File: config.mk
export PLATFORM = sky130hd
export DESIGN_NAME = addr8u_tr_voter
export DESIGN_NICKNAME = d
export VERILOG_FILES = /design/src/rtl/addr8u_tr_voter.sv
export SDC_FILE = /design/constraint.sdc
export NUM_CORES = 1
export LEC_CHECK = 0
export ABC_AREA = 1
export CAP_MARGIN = 25
export CORE_ASPECT_RATIO = 0.5
export CORE_MARGIN = 2
export CORE_UTILIZATION = 50
export CTS_BUF_LIST = sky130_fd_sc_hd__clkbuf_8
export DETAILED_ROUTE_END_ITERATION = 7
export PLACE_DENSITY = 0.76
export SETUP_SLACK_MARGIN = 0.2
export SLEW_MARGIN = 20
export SYNTH_ARGS = -nofsm -noshare
export SYNTH_HDL_FRONTEND = slang
export SYNTH_SLANG_ARGS = --single-unit
File: constraint.sdc
create_clock -name clk -period 3.62 [get_ports clk]
set_clock_uncertainty 0.1 [all_clocks]
set_input_delay 0.543 -clock clk [delete_from_list [all_inputs] [get_ports clk]]
set_output_delay 0.543 -clock clk [all_outputs]
set_load 0.02 [all_outputs]
File: src/rtl/addr8u_tr_voter.sv
// Time-redundant wrapper around an external 8-bit adder: runs the sum over two
// passes (second one optionally swapped), adds a third on mismatch and votes.
module addr8u_tr_voter #(
    parameter int CNT_W   = 16,
    parameter int SETTLE  = 0,
    parameter bit SWAP_P2 = 1'b1
) (
    input  logic             clk,
    input  logic             rst,
    input  logic             in_valid,
    output logic             in_ready,
    input  logic [7:0]       in_a,
    input  logic [7:0]       in_b,
    output logic [7:0]       add_a,
    output logic [7:0]       add_b,
    input  logic [8:0]       add_o,
    output logic             out_valid,
    input  logic             out_ready,
    output logic [8:0]       out_sum,
    output logic             out_err,
    output logic             out_fail,
    output logic [CNT_W-1:0] err_cnt,
    output logic [CNT_W-1:0] fail_cnt
);

    typedef enum logic [2:0] {IDLE, P1, P2, P3, DONE} state_t;

    localparam logic [3:0]       SETTLE_LAST = 4'(SETTLE);
    localparam logic [CNT_W-1:0] CNT_MAX     = '1;

    state_t     state;
    logic [7:0] op_a, op_b;
    logic [8:0] r1, r2;
    logic [3:0] settle_cnt;
    logic       pass_end;
    logic [8:0] vote_sum;
    logic       vote_err, vote_fail;

    assign in_ready = (state == IDLE);
    assign pass_end = (settle_cnt == SETTLE_LAST);

    // The third result is voted straight off add_o on the edge it is captured,
    // so the decision does not cost an extra cycle.
    always_comb begin
        vote_sum  = r1;
        vote_err  = 1'b0;
        vote_fail = 1'b0;
        if (add_o == r1) begin
            vote_err = 1'b1;
        end else if (add_o == r2) begin
            vote_sum = r2;
            vote_err = 1'b1;
        end else begin
            vote_fail = 1'b1;
        end
    end

    always_ff @(posedge clk or posedge rst) begin
        if (rst) begin
            state      <= IDLE;
            op_a       <= '0;
            op_b       <= '0;
            add_a      <= '0;
            add_b      <= '0;
            r1         <= '0;
            r2         <= '0;
            settle_cnt <= '0;
            out_valid  <= 1'b0;
            out_sum    <= '0;
            out_err    <= 1'b0;
            out_fail   <= 1'b0;
            err_cnt    <= '0;
            fail_cnt   <= '0;
        end else begin
            case (state)
                IDLE: begin
                    if (in_valid) begin
                        op_a       <= in_a;
                        op_b       <= in_b;
                        add_a      <= in_a;
                        add_b      <= in_b;
                        settle_cnt <= '0;
                        state      <= P1;
                    end
                end
                P1: begin
                    if (pass_end) begin
                        r1         <= add_o;
                        settle_cnt <= '0;
                        add_a      <= SWAP_P2 ? op_b : op_a;
                        add_b      <= SWAP_P2 ? op_a : op_b;
                        state      <= P2;
                    end else begin
                        settle_cnt <= settle_cnt + 4'd1;
                    end
                end
                P2: begin
                    if (pass_end) begin
                        r2         <= add_o;
                        settle_cnt <= '0;
                        if (add_o == r1) begin
                            out_sum   <= r1;
                            out_err   <= 1'b0;
                            out_fail  <= 1'b0;
                            out_valid <= 1'b1;
                            add_a     <= '0;
                            add_b     <= '0;
                            state     <= DONE;
                        end else begin
                            add_a <= op_a;
                            add_b <= op_b;
                            state <= P3;
                        end
                    end else begin
                        settle_cnt <= settle_cnt + 4'd1;
                    end
                end
                P3: begin
                    if (pass_end) begin
                        settle_cnt <= '0;
                        out_sum    <= vote_sum;
                        out_err    <= vote_err;
                        out_fail   <= vote_fail;
                        out_valid  <= 1'b1;
                        add_a      <= '0;
                        add_b      <= '0;
                        state      <= DONE;
                        if (vote_err && (err_cnt != CNT_MAX))
                            err_cnt <= err_cnt + 1'b1;
                        if (vote_fail && (fail_cnt != CNT_MAX))
                            fail_cnt <= fail_cnt + 1'b1;
                    end else begin
                        settle_cnt <= settle_cnt + 4'd1;
                    end
                end
                DONE: begin
                    if (out_ready) begin
                        out_valid <= 1'b0;
                        out_err   <= 1'b0;
                        out_fail  <= 1'b0;
                        state     <= IDLE;
                    end
                end
                default: state <= IDLE;
            endcase
        end
    end

endmodule

==> flow_metrics.env, run 1 <==
export IMPL_status="complete, no violations"
export IMPL_fin_crit_sh_pct=76.78
export IMPL_wl_um=12950
export IMPL_grt_antenna_before_repair=0
export IMPL_rows=27
export IMPL_cts_hold_fix_buffers=0
export IMPL_path_cells="inv_1, nand2_2, nor2_4, inv_2, nor2_2, nand2_1, nand2_1, nand2_1"
export IMPL_ys_ff_latch=101
export IMPL_p_leak_nw=3.288
export IMPL_rsz0062_at_grt="false"
export IMPL_hold_viol_final=0
export IMPL_critPathArrivalTime_ps=2940
export IMPL_p_sw_share_pct=44.21
export IMPL_finalCriticalPeriod_ps=2780
export IMPL_setup_slack_ps=840.5
export IMPL_max_stage_delay_ps=540
export IMPL_boundaryPins=90
export IMPL_clock_sinks=101
export IMPL_syn_num_nets=775
export IMPL_initial_core_util_pct=50.74
export IMPL_syn_area_mm2=0.005503
export IMPL_cts_setup_buffers=0
export IMPL_cpLargestDelayFamily="simple AND/OR/NAND/NOR gates"
export IMPL_worstMarginPinSlew_ps=735.3
export IMPL_dr_first_iter_drc_count=423
export IMPL_p_int_mw=2.826
export IMPL_drive_above_1_share_pct=5.428
export IMPL_worst_hold_path_type="reg2reg"
export IMPL_port_buffer_count=89
export IMPL_drt_vias_per_instance=5.156
export IMPL_synthArstFlopShare_pct=100.0
export IMPL_post_place_ws_ps=551.0
export IMPL_via_count=5022
export IMPL_grt_pass1_wl_um=22130
export IMPL_seqPwrFrac_pct=35.9
export IMPL_p_switching_mw=2.240
export IMPL_ant_nets=0
export IMPL_fill_cells=973
export IMPL_drt_wirelength_per_cell_um=13.29
export IMPL_critPathRequiredTime_ps=3780
export IMPL_r2r_setup_slack_ps=840
export IMPL_core_mm2=0.01084
export IMPL_worstSetupStartpointType="flip-flop"
export IMPL_die_area_mm2=0.01191
export IMPL_cts_resized=0
export IMPL_r2r_start="state[2]"
export IMPL_synth_top_area_share_pct=45.93
export IMPL_grt_pass1_vias=4740
export IMPL_p_per_area_mw_per_mm2=752.5
export IMPL_critPathMaxFanout=20
export IMPL_routabilityCongestion=0.9395
export IMPL_first_pass_iters=5
export IMPL_overflow=0
export IMPL_path_class="reg2reg"
export IMPL_grt_max_degree=57
export IMPL_cp_depth=8
export IMPL_critPathMostFrequentCell="nand2_1"
export IMPL_comb_power_share_pct=47.7
export IMPL_clk_latency_ps=370
export IMPL_whs_path_depth=2
export IMPL_die_w_um=152.4
export IMPL_min_to="out_sum[2]"
export IMPL_hpwl_um=9077
export IMPL_synth_area_leaders="dfrtp_1, nand2_1, nand3_1"
export IMPL_drc_errors=0
export IMPL_slew_headroom_pct=50.82
export IMPL_setup_viol=0
export IMPL_yosys_cell_count_top_type="nand2_1"
export IMPL_p_clk_share_pct=16.3
export IMPL_cts_buffers=9
export IMPL_tns_ps=0
export IMPL_ys_types=30
export IMPL_avgSynthCellArea_um2=7.416
export IMPL_synth_top_area_cell="dfrtp_1"
export IMPL_cap_viol_max_count=0
export IMPL_path_buf_inv=2
export IMPL_diodes=0
export IMPL_cts_tree="yes"
export IMPL_root_buffer="clkbuf_8"
export IMPL_slew_violations=0
export IMPL_htree_levels=3
export IMPL_max_freq_mhz=359.8
export IMPL_area_growth_pct=22.35
export IMPL_critPathCaptureType="flip-flop"
export IMPL_seq_area_mm2=0.002527
export IMPL_clkTransAtPathRegs_ps=100
export IMPL_reg2reg_depth=8
export IMPL_timing_rr_end="fail_cnt[8]"
export IMPL_synth_seq_area_share_pct=45.93
export IMPL_synth_edf_count=0
export IMPL_fp_dieH_um=78.18
export IMPL_syn_inst=742
export IMPL_yosys_warnings=0
export IMPL_crit_slowest_cell="nand2_1"
export IMPL_min_from="out_sum[2]"
export IMPL_multi_input_area_mm2=0.002549
export IMPL_clk_path_buf_depth=2
export IMPL_grtUsageTotal_pct=22.51
export IMPL_yosys_top_cells_count="nand2_1, dfrtp_1, inv_1"
export IMPL_synth_ff_type="dfrtp_1"
export IMPL_ir_drop_mv=0.4129
export IMPL_fin_nets=857
==> cell families (layout without fill, tap and decap cells) <==
logic type | after synthesis | in the layout | share of synthesized area (%)
compound gates | 87 | 87 | 8.254
xor+xnor | 31 | 31 | 4.934
fa+ha+maj | 4 | 4 | 0.9095
buf+inv | 103 | 190 | 7.754
flops | 101 | 101 | 45.93
simple gates | 416 | 416 | 32.22
==> worst reg2reg max path, stage by stage (launching register included) <==
cell and delay (ps):
dfrtp_1 460, inv_1 190, nand2_2 130, nor2_4 350, inv_2 130, nor2_2 490
nand2_1 550, nand2_1 190, nand2_1 70
==> registers in the layout, summed over array words and instances, names as in the netlist, 3 cells and up <==
register / count
add_a: 8
add_b: 8
err_cnt: 16
fail_cnt: 16
op_a: 8
op_b: 8
out_sum: 9
r1: 9
r2: 9
settle_cnt: 4
state: 3
==> routing by layer <==
layer,track usage [%],vias up,share of wire (%)
li1,-,2532,-
met2,37.79,113,47
met5,0,-,0
met4,5.421,0,0.83
met3,5.301,11,4.6
met1,29.94,2366,47
==> power by group through the flow <==
stage	clock (mW)	combinational [mW]	sequential (mW)
after floorplan	0	1.58	1.96
after global placement	0	2.37	1.82
after detailed placement	0	2.42	1.83
after CTS	0.847	2.43	1.82
after global routing	0.892	2.74	1.87
final	0.827	2.42	1.82
==> how the worst max path moves through the flow <==
stage | from | endpoint
floorplan | rst | add_a[0]
global placement | add_o[0] | fail_cnt[15]
detailed placement | add_o[3] | fail_cnt[8]
CTS | state[2] | fail_cnt[15]
global route | state[2] | fail_cnt[5]
finish | state[2] | fail_cnt[8]
==> metrics by stage <==
stage	utilization, %	power [mW]	hold slack [ps]	std cells	cell area, µm²
CTS	62.09	5.098	390.0	974	6733
global route	62.09	5.506	406.9	974	6733
floorplan	-	3.540	374.2	742	5503
detailed placement	59.95	4.252	363.9	958	6501
global placement	59.95	4.191	364.0	958	6501
finish	62.09	5.066	385.5	974	6733
==> cells in the final DEF (no fill, tap or decap) <==
cell,synthesis,routed
a21oi_1,37,37
nor2_1,34,34
clkinv_4,0,1
buf_12,0,1
nor2_4,2,2
o21ai_1,4,4
clkdlybuf4s50_1,0,89
nor3_4,1,1
nand2_1,277,277
nand3b_1,1,1
inv_2,8,8
o21ai_0,42,42
clkbuf_8,0,10
nand3_1,59,59
a41oi_1,1,1
nand2_4,1,1
nand3_2,1,1
o211ai_1,1,1
inv_1,72,71
nand2_2,4,4
nand4_1,23,23
nor3_1,7,7
nor2_2,5,5
inv_4,0,1
nor3b_1,1,1
a21oi_4,1,1
o22ai_1,1,1
ha_1,4,4
xor2_1,13,13
buf_4,2,4
dfrtp_1,101,101
inv_6,0,2
clkinvlp_4,0,1
bufinv_16,0,2
xnor2_1,18,18
==> final cells by class <==
cell class / instances / area share (%)
Multi-Input combinational cell: 538 / 37.86
Sequential cell: 101 / 37.54
Timing Repair Buffer: 94 / 13.98
Inverter: 80 / 4.497
Tap cell: 145 / 2.695
Clock buffer: 10 / 2.044
Clock inverter: 6 / 1.394
No activity file was read; power rests on OpenSTA's default activity.
==> run 2: changes to the inputs <==
==> constraint.sdc (replaced) <==
create_clock -name clk -period 2.6 [get_ports clk]
set_clock_uncertainty 0.1 [all_clocks]
set_input_delay 0.39 -clock clk [delete_from_list [all_inputs] [get_ports clk]]
set_output_delay 0.39 -clock clk [all_outputs]
set_load 0.02 [all_outputs]
==> run 2 against run 1 <==
  * Combinational power up 40%
  * Hold slack worse by 74 ps
  * Count of clock-buffer cells in the layout down 1
  * Utilization up 0.50 points
  * Critical path depth down 4
==> flow_metrics.env, run 2 (synthesis gave the netlist of run 1 again) <==
export IMPL_grt_antenna_before_repair=0
export IMPL_p_sw_share_pct=44.77
export IMPL_slew_violations=0
export IMPL_ir_drop_mv=0.5955
export IMPL_diodes=0
export IMPL_p_switching_mw=3.133
export IMPL_worstSetupStartpointType="flip-flop"
export IMPL_fin_crit_sh_pct=87.24
export IMPL_fin_nets=866
export IMPL_status="complete, no violations"
export IMPL_htree_levels=3
export IMPL_p_leak_nw=3.323
export IMPL_hold_viol_final=0
export IMPL_die_area_mm2=0.01191
export IMPL_overflow=0
export IMPL_top_regs="err_cnt (16), fail_cnt (16)"
export IMPL_cts_hold_fix_buffers=0
export IMPL_die_w_um=152.4
export IMPL_p_per_area_mw_per_mm2=1031
export IMPL_seqPwrFrac_pct=36.2
export IMPL_clk_path_buf_depth=2
export IMPL_ant_nets=0
export IMPL_first_pass_iters=4
export IMPL_root_buffer="clkbuf_8"
export IMPL_drive_above_1_share_pct=6.563
export IMPL_cts_buffers=9
export IMPL_clock_sinks=101
export IMPL_boundaryPins=90
export IMPL_timing_critical_path_from="state[0]"
export IMPL_port_buffer_count=89
export IMPL_max_freq_mhz=440.9
export IMPL_core_mm2=0.01084
export IMPL_crit_slowest_cell="clkdlybuf4s50_1"
export IMPL_grtUsageTotal_pct=21.92
export IMPL_worstMarginPinSlew_ps=580.1
export IMPL_clkTransAtPathRegs_ps=100
export IMPL_cts_resized=0
export IMPL_r2r_setup_slack_ps=370
export IMPL_reg2reg_depth=10
export IMPL_cts_setup_buffers=0
export IMPL_cap_viol_max_count=0
export IMPL_grt_pass1_vias=4701
export IMPL_max_stage_delay_ps=590
export IMPL_tns_ps=0
export IMPL_p_int_mw=3.866
export IMPL_cts_tree="yes"
export IMPL_finalCriticalPeriod_ps=2268
export IMPL_path_class="reg2out"
export IMPL_initial_core_util_pct=50.74
export IMPL_critPathRequiredTime_ps=2110
export IMPL_grt_max_degree=40
export IMPL_path_cells="nor2_2, nand2_1, inv_1, clkdlybuf4s50_1"
export IMPL_path_buf_inv=2
export IMPL_setup_viol=0
export IMPL_rsz0062_at_grt="true"
export IMPL_rows=27
export IMPL_p_clk_share_pct=15.1
export IMPL_cpLargestDelayFamily="buffers and inverters"
export IMPL_drc_errors=0
export IMPL_via_count=4989
export IMPL_wl_um=12580
export IMPL_routabilityCongestion=0.8873
export IMPL_comb_power_share_pct=48.6
export IMPL_dr_first_iter_drc_count=290
export IMPL_drt_vias_per_instance=5.075
export IMPL_drt_wirelength_per_cell_um=12.80
export IMPL_worst_hold_path_type="in2async"
export IMPL_utilization_pct=62.58
export IMPL_hpwl_um=9014
export IMPL_critPathMaxFanout=5
export IMPL_layout_commonest_cell="nand2_1"
export IMPL_clk_latency_ps=380
export IMPL_grt_pass1_wl_um=21550
export IMPL_critPathArrivalTime_ps=1780
export IMPL_fp_dieH_um=78.18
export IMPL_slew_headroom_pct=61.25
export IMPL_layout_common_cells="nand2_1, dfrtp_1, clkdlybuf4s50_1"
export IMPL_critPathCaptureType="primary output"
export IMPL_r2r_start="settle_cnt[0]"
export IMPL_timing_rr_end="add_a[2]"
export IMPL_area_growth_pct=23.33
-- run 2: how the worst max path moves through the flow --
stage                         endpoint  slack, ps  cells past startpoint
after floorplan            fail_cnt[3]        670                      7
after global placement    fail_cnt[14]        180                     13
after detailed placement  fail_cnt[14]        120                     13
after CTS                     in_ready        260                      4
after global routing          add_a[4]        120                     10
final                         in_ready        330                      4
-- run 2: routing by layer --
metal	wire [µm]	global-route usage (%)	vias to the layer above
met5	0	0	-
met4	149	6.449	0
met3	422	4.417	16
met2	5856	37.48	77
met1	6153	28.64	2349
li1	-	-	2547
-- run 2: cell type report --
class / instances / area [µm²]
Sequential cell: 101 / 2527
Inverter: 80 / 304.0
Multi-Input combinational cell: 538 / 2549
Clock buffer: 9 / 123.9
Tap cell: 145 / 181.4
Timing Repair Buffer: 103 / 1021
Fill cell: 970 / 4058
Clock inverter: 7 / 80.08
-- run 2: power groups by stage --
stage          clock (mW)  sequential (mW)  combinational [mW]
3_3_place_gp            0             2.54                3.33
2_1_floorplan           0             2.72                2.21
5_1_grt              1.15             2.60                3.85
6_report             1.06             2.54                3.40
3_5_place_dp            0             2.55                3.40
4_1_cts              1.10             2.53                3.41
-- run 2: through the flow --
| stage | total power, mW | hold WS, ps | cell area [µm²] | worst slack [ps] | instances |
|---|---|---|---|---|---|
| after floorplan | 4.930 | 374.2 | 5507 | 672.5 | 742 |
| after CTS | 7.042 | 316.3 | 6787 | 257.5 | 983 |
| after global placement | 5.869 | 363.7 | 6583 | 176.3 | 967 |
| final | 6.999 | 311.2 | 6787 | 331.7 | 983 |
| after detailed placement | 5.954 | 364.7 | 6583 | 122.9 | 967 |
| after global routing | 7.603 | 345.0 | 6787 | 116.3 | 983 |
==> run 3: changes to the inputs <==
--- a/config.mk
+++ b/config.mk
@@ -12,7 +12,7 @@
 export CORE_UTILIZATION = 50
 export CTS_BUF_LIST = sky130_fd_sc_hd__clkbuf_8
 export DETAILED_ROUTE_END_ITERATION = 7
-export PLACE_DENSITY = 0.76
+export PLACE_DENSITY = 0.79
 export SETUP_SLACK_MARGIN = 0.2
 export SLEW_MARGIN = 20
 export SYNTH_ARGS = -nofsm -noshare
==> run 3 against run 2 <==
  * Global-route usage rose by 0.97 points
  * Utilization rose by 0.24 points
  * Highest routed layer unchanged
  * Critical path type is now in2reg
  * Flip-flop and latch count did not move
  * Critical path depth increased by 9
==> flow_metrics.env, run 3 (synthesis gave the netlist of run 1 again) <==
export IMPL_status="complete, no violations"
export IMPL_hold_viol_final=0
export IMPL_worstMarginPinSlew_ps=591.0
export IMPL_grt_pass1_vias=4602
export IMPL_rows=27
export IMPL_cts_buffers=9
export IMPL_overflow=0
export IMPL_dr_first_iter_drc_count=347
export IMPL_setup_viol=0
export IMPL_die_w_um=152.4
export IMPL_drt_vias_per_instance=5.120
export IMPL_wl_um=13080
export IMPL_max_freq_mhz=467.1
export IMPL_critPathCaptureType="flip-flop"
export IMPL_ir_drop_mv=0.5673
export IMPL_tns_ps=0
export IMPL_worstSetupStartpointType="primary input"
export IMPL_finalCriticalPeriod_ps=2141
export IMPL_drc_errors=0
export IMPL_grtUsageTotal_pct=22.89
export IMPL_via_count=5038
export IMPL_hpwl_um=9230
export IMPL_grt_antenna_before_repair=0
export IMPL_routabilityCongestion=0.8767
export IMPL_fin_crit_sh_pct=82.33
export IMPL_first_pass_iters=5
export IMPL_die_area_mm2=0.01191
export IMPL_port_buffer_count=89
export IMPL_area_growth_pct=23.81
export IMPL_worst_hold_path_type="in2async"
export IMPL_critPathRequiredTime_ps=2770
export IMPL_path_class="in2reg"
export IMPL_fill_cells=974
export IMPL_drive_above_1_share_pct=6.794
export IMPL_final_cells=984
export IMPL_fin_nets=867
export IMPL_grt_pass1_wl_um=22190
export IMPL_diodes=0
export IMPL_cap_viol_max_count=0
export IMPL_cts_tree="yes"
export IMPL_grt_max_degree=51
export IMPL_layout_commonest_cell="nand2_1"
export IMPL_root_buffer="clkbuf_8"
export IMPL_drt_wirelength_per_cell_um=13.30
export IMPL_clock_sinks=101
export IMPL_core_mm2=0.01084
export IMPL_clkTransAtPathRegs_ps=100
export IMPL_boundaryPins=90
export IMPL_clk_path_buf_depth=2
export IMPL_p_per_area_mw_per_mm2=1040
export IMPL_rsz0062_at_grt="false"
export IMPL_htree_levels=3
export IMPL_fp_dieH_um=78.18
export IMPL_ant_nets=0
export IMPL_clk_latency_ps=380
export IMPL_critPathArrivalTime_ps=2310
export IMPL_critPathMaxFanout=20
export IMPL_layout_common_cells="nand2_1, dfrtp_1, clkdlybuf4s50_1"
export IMPL_top_regs="err_cnt (16), fail_cnt (16)"
export IMPL_slew_violations=0
export IMPL_reg2reg_depth=9
export IMPL_initial_core_util_pct=50.74
export IMPL_placed_cells=968
export IMPL_slew_headroom_pct=60.56
export IMPL_p_leak_nw=3.341
==> run 3: worst max-delay path: stages <==
cell             delay [ps]
clkdlybuf4s50_1         540
inv_2                    70
nand2_1                  50
nand2_1                  40
nand3_1                  70
nor2_1                   70
nand2_2                  80
nand2_2                  70
nor2_2                  460
nand2_1                 100
buf_4                   230
nand2_1                  90
nand2_1                  50
==> run 3: path summary, 6_finish.rpt <==
| check | from | end | slack (ps) |
|---|---|---|---|
| max | add_o[3] | fail_cnt[8] | 460 |
| min | rst | fail_cnt[2] | 250 |
| max reg2reg | state[2] | fail_cnt[8] | 470 |
| min in group clk | out_sum[6] | out_sum[6] | 380 |
| max in group asynchronous | rst | state[1] | 1570 |
| min reg2reg | out_sum[6] | out_sum[6] | 380 |
==> run 3: timing repair <==
| item | in CTS | in global routing |
|---|---|---|
| buffers inserted | 0 | 0 |
| gates resized for setup | 3 | 1 |
| gates cloned | 0 | 0 |
| endpoints found under the setup margin | 1 | 1 |
| endpoints found under the hold margin | 0 | 0 |
| hold buffers | 0 | 0 |
==> run 3: area by class of cell <==
cell class | count | area [µm²] | share of cell area, %
inverters | 80 | 304.0 | 4.463
repair buffers | 104 | 1031 | 15.13
clock inverters | 6 | 75.07 | 1.102
multi-input cells | 538 | 2554 | 37.48
clock buffers | 10 | 137.6 | 2.020
well taps | 145 | 181.4 | 2.663
flip-flops and latches | 101 | 2530 | 37.14
==> run 3: stage by stage <==
| step | total power, mW | cell area [µm²] | utilization [%] | hold WS (ps) | setup slack (ps) |
|---|---|---|---|---|---|
| floorplan | 4.930 | 5507 | - | 374.2 | 672.5 |
| global placement | 5.918 | 6590 | 60.77 | 364.7 | 117.1 |
| detailed placement | 6.005 | 6590 | 60.77 | 363.9 | 82.92 |
| CTS | 7.124 | 6810 | 62.80 | 246.3 | 218.7 |
| global route | 7.676 | 6813 | 62.82 | 258.4 | 275.7 |
| finish | 7.086 | 6813 | 62.82 | 246.5 | 459.3 |
==> run 3: metal layers <==
layer | up-vias | routed length, µm | GRT usage, %
met4 | 0 | 148 | 6.075
li1 | 2550 | - | -
met3 | 16 | 650 | 4.970
met2 | 130 | 6071 | 37.52
met1 | 2342 | 6213 | 31.21
met5 | - | 0 | 0
==> run 3: where the power goes <==
part	internal [mW]	leakage [nW]	switching (mW)	total, mW
registers	2.12	1.30	0.431	2.55
logic	1.30	1.94	2.16	3.46
clock network	0.487	0.105	0.589	1.08
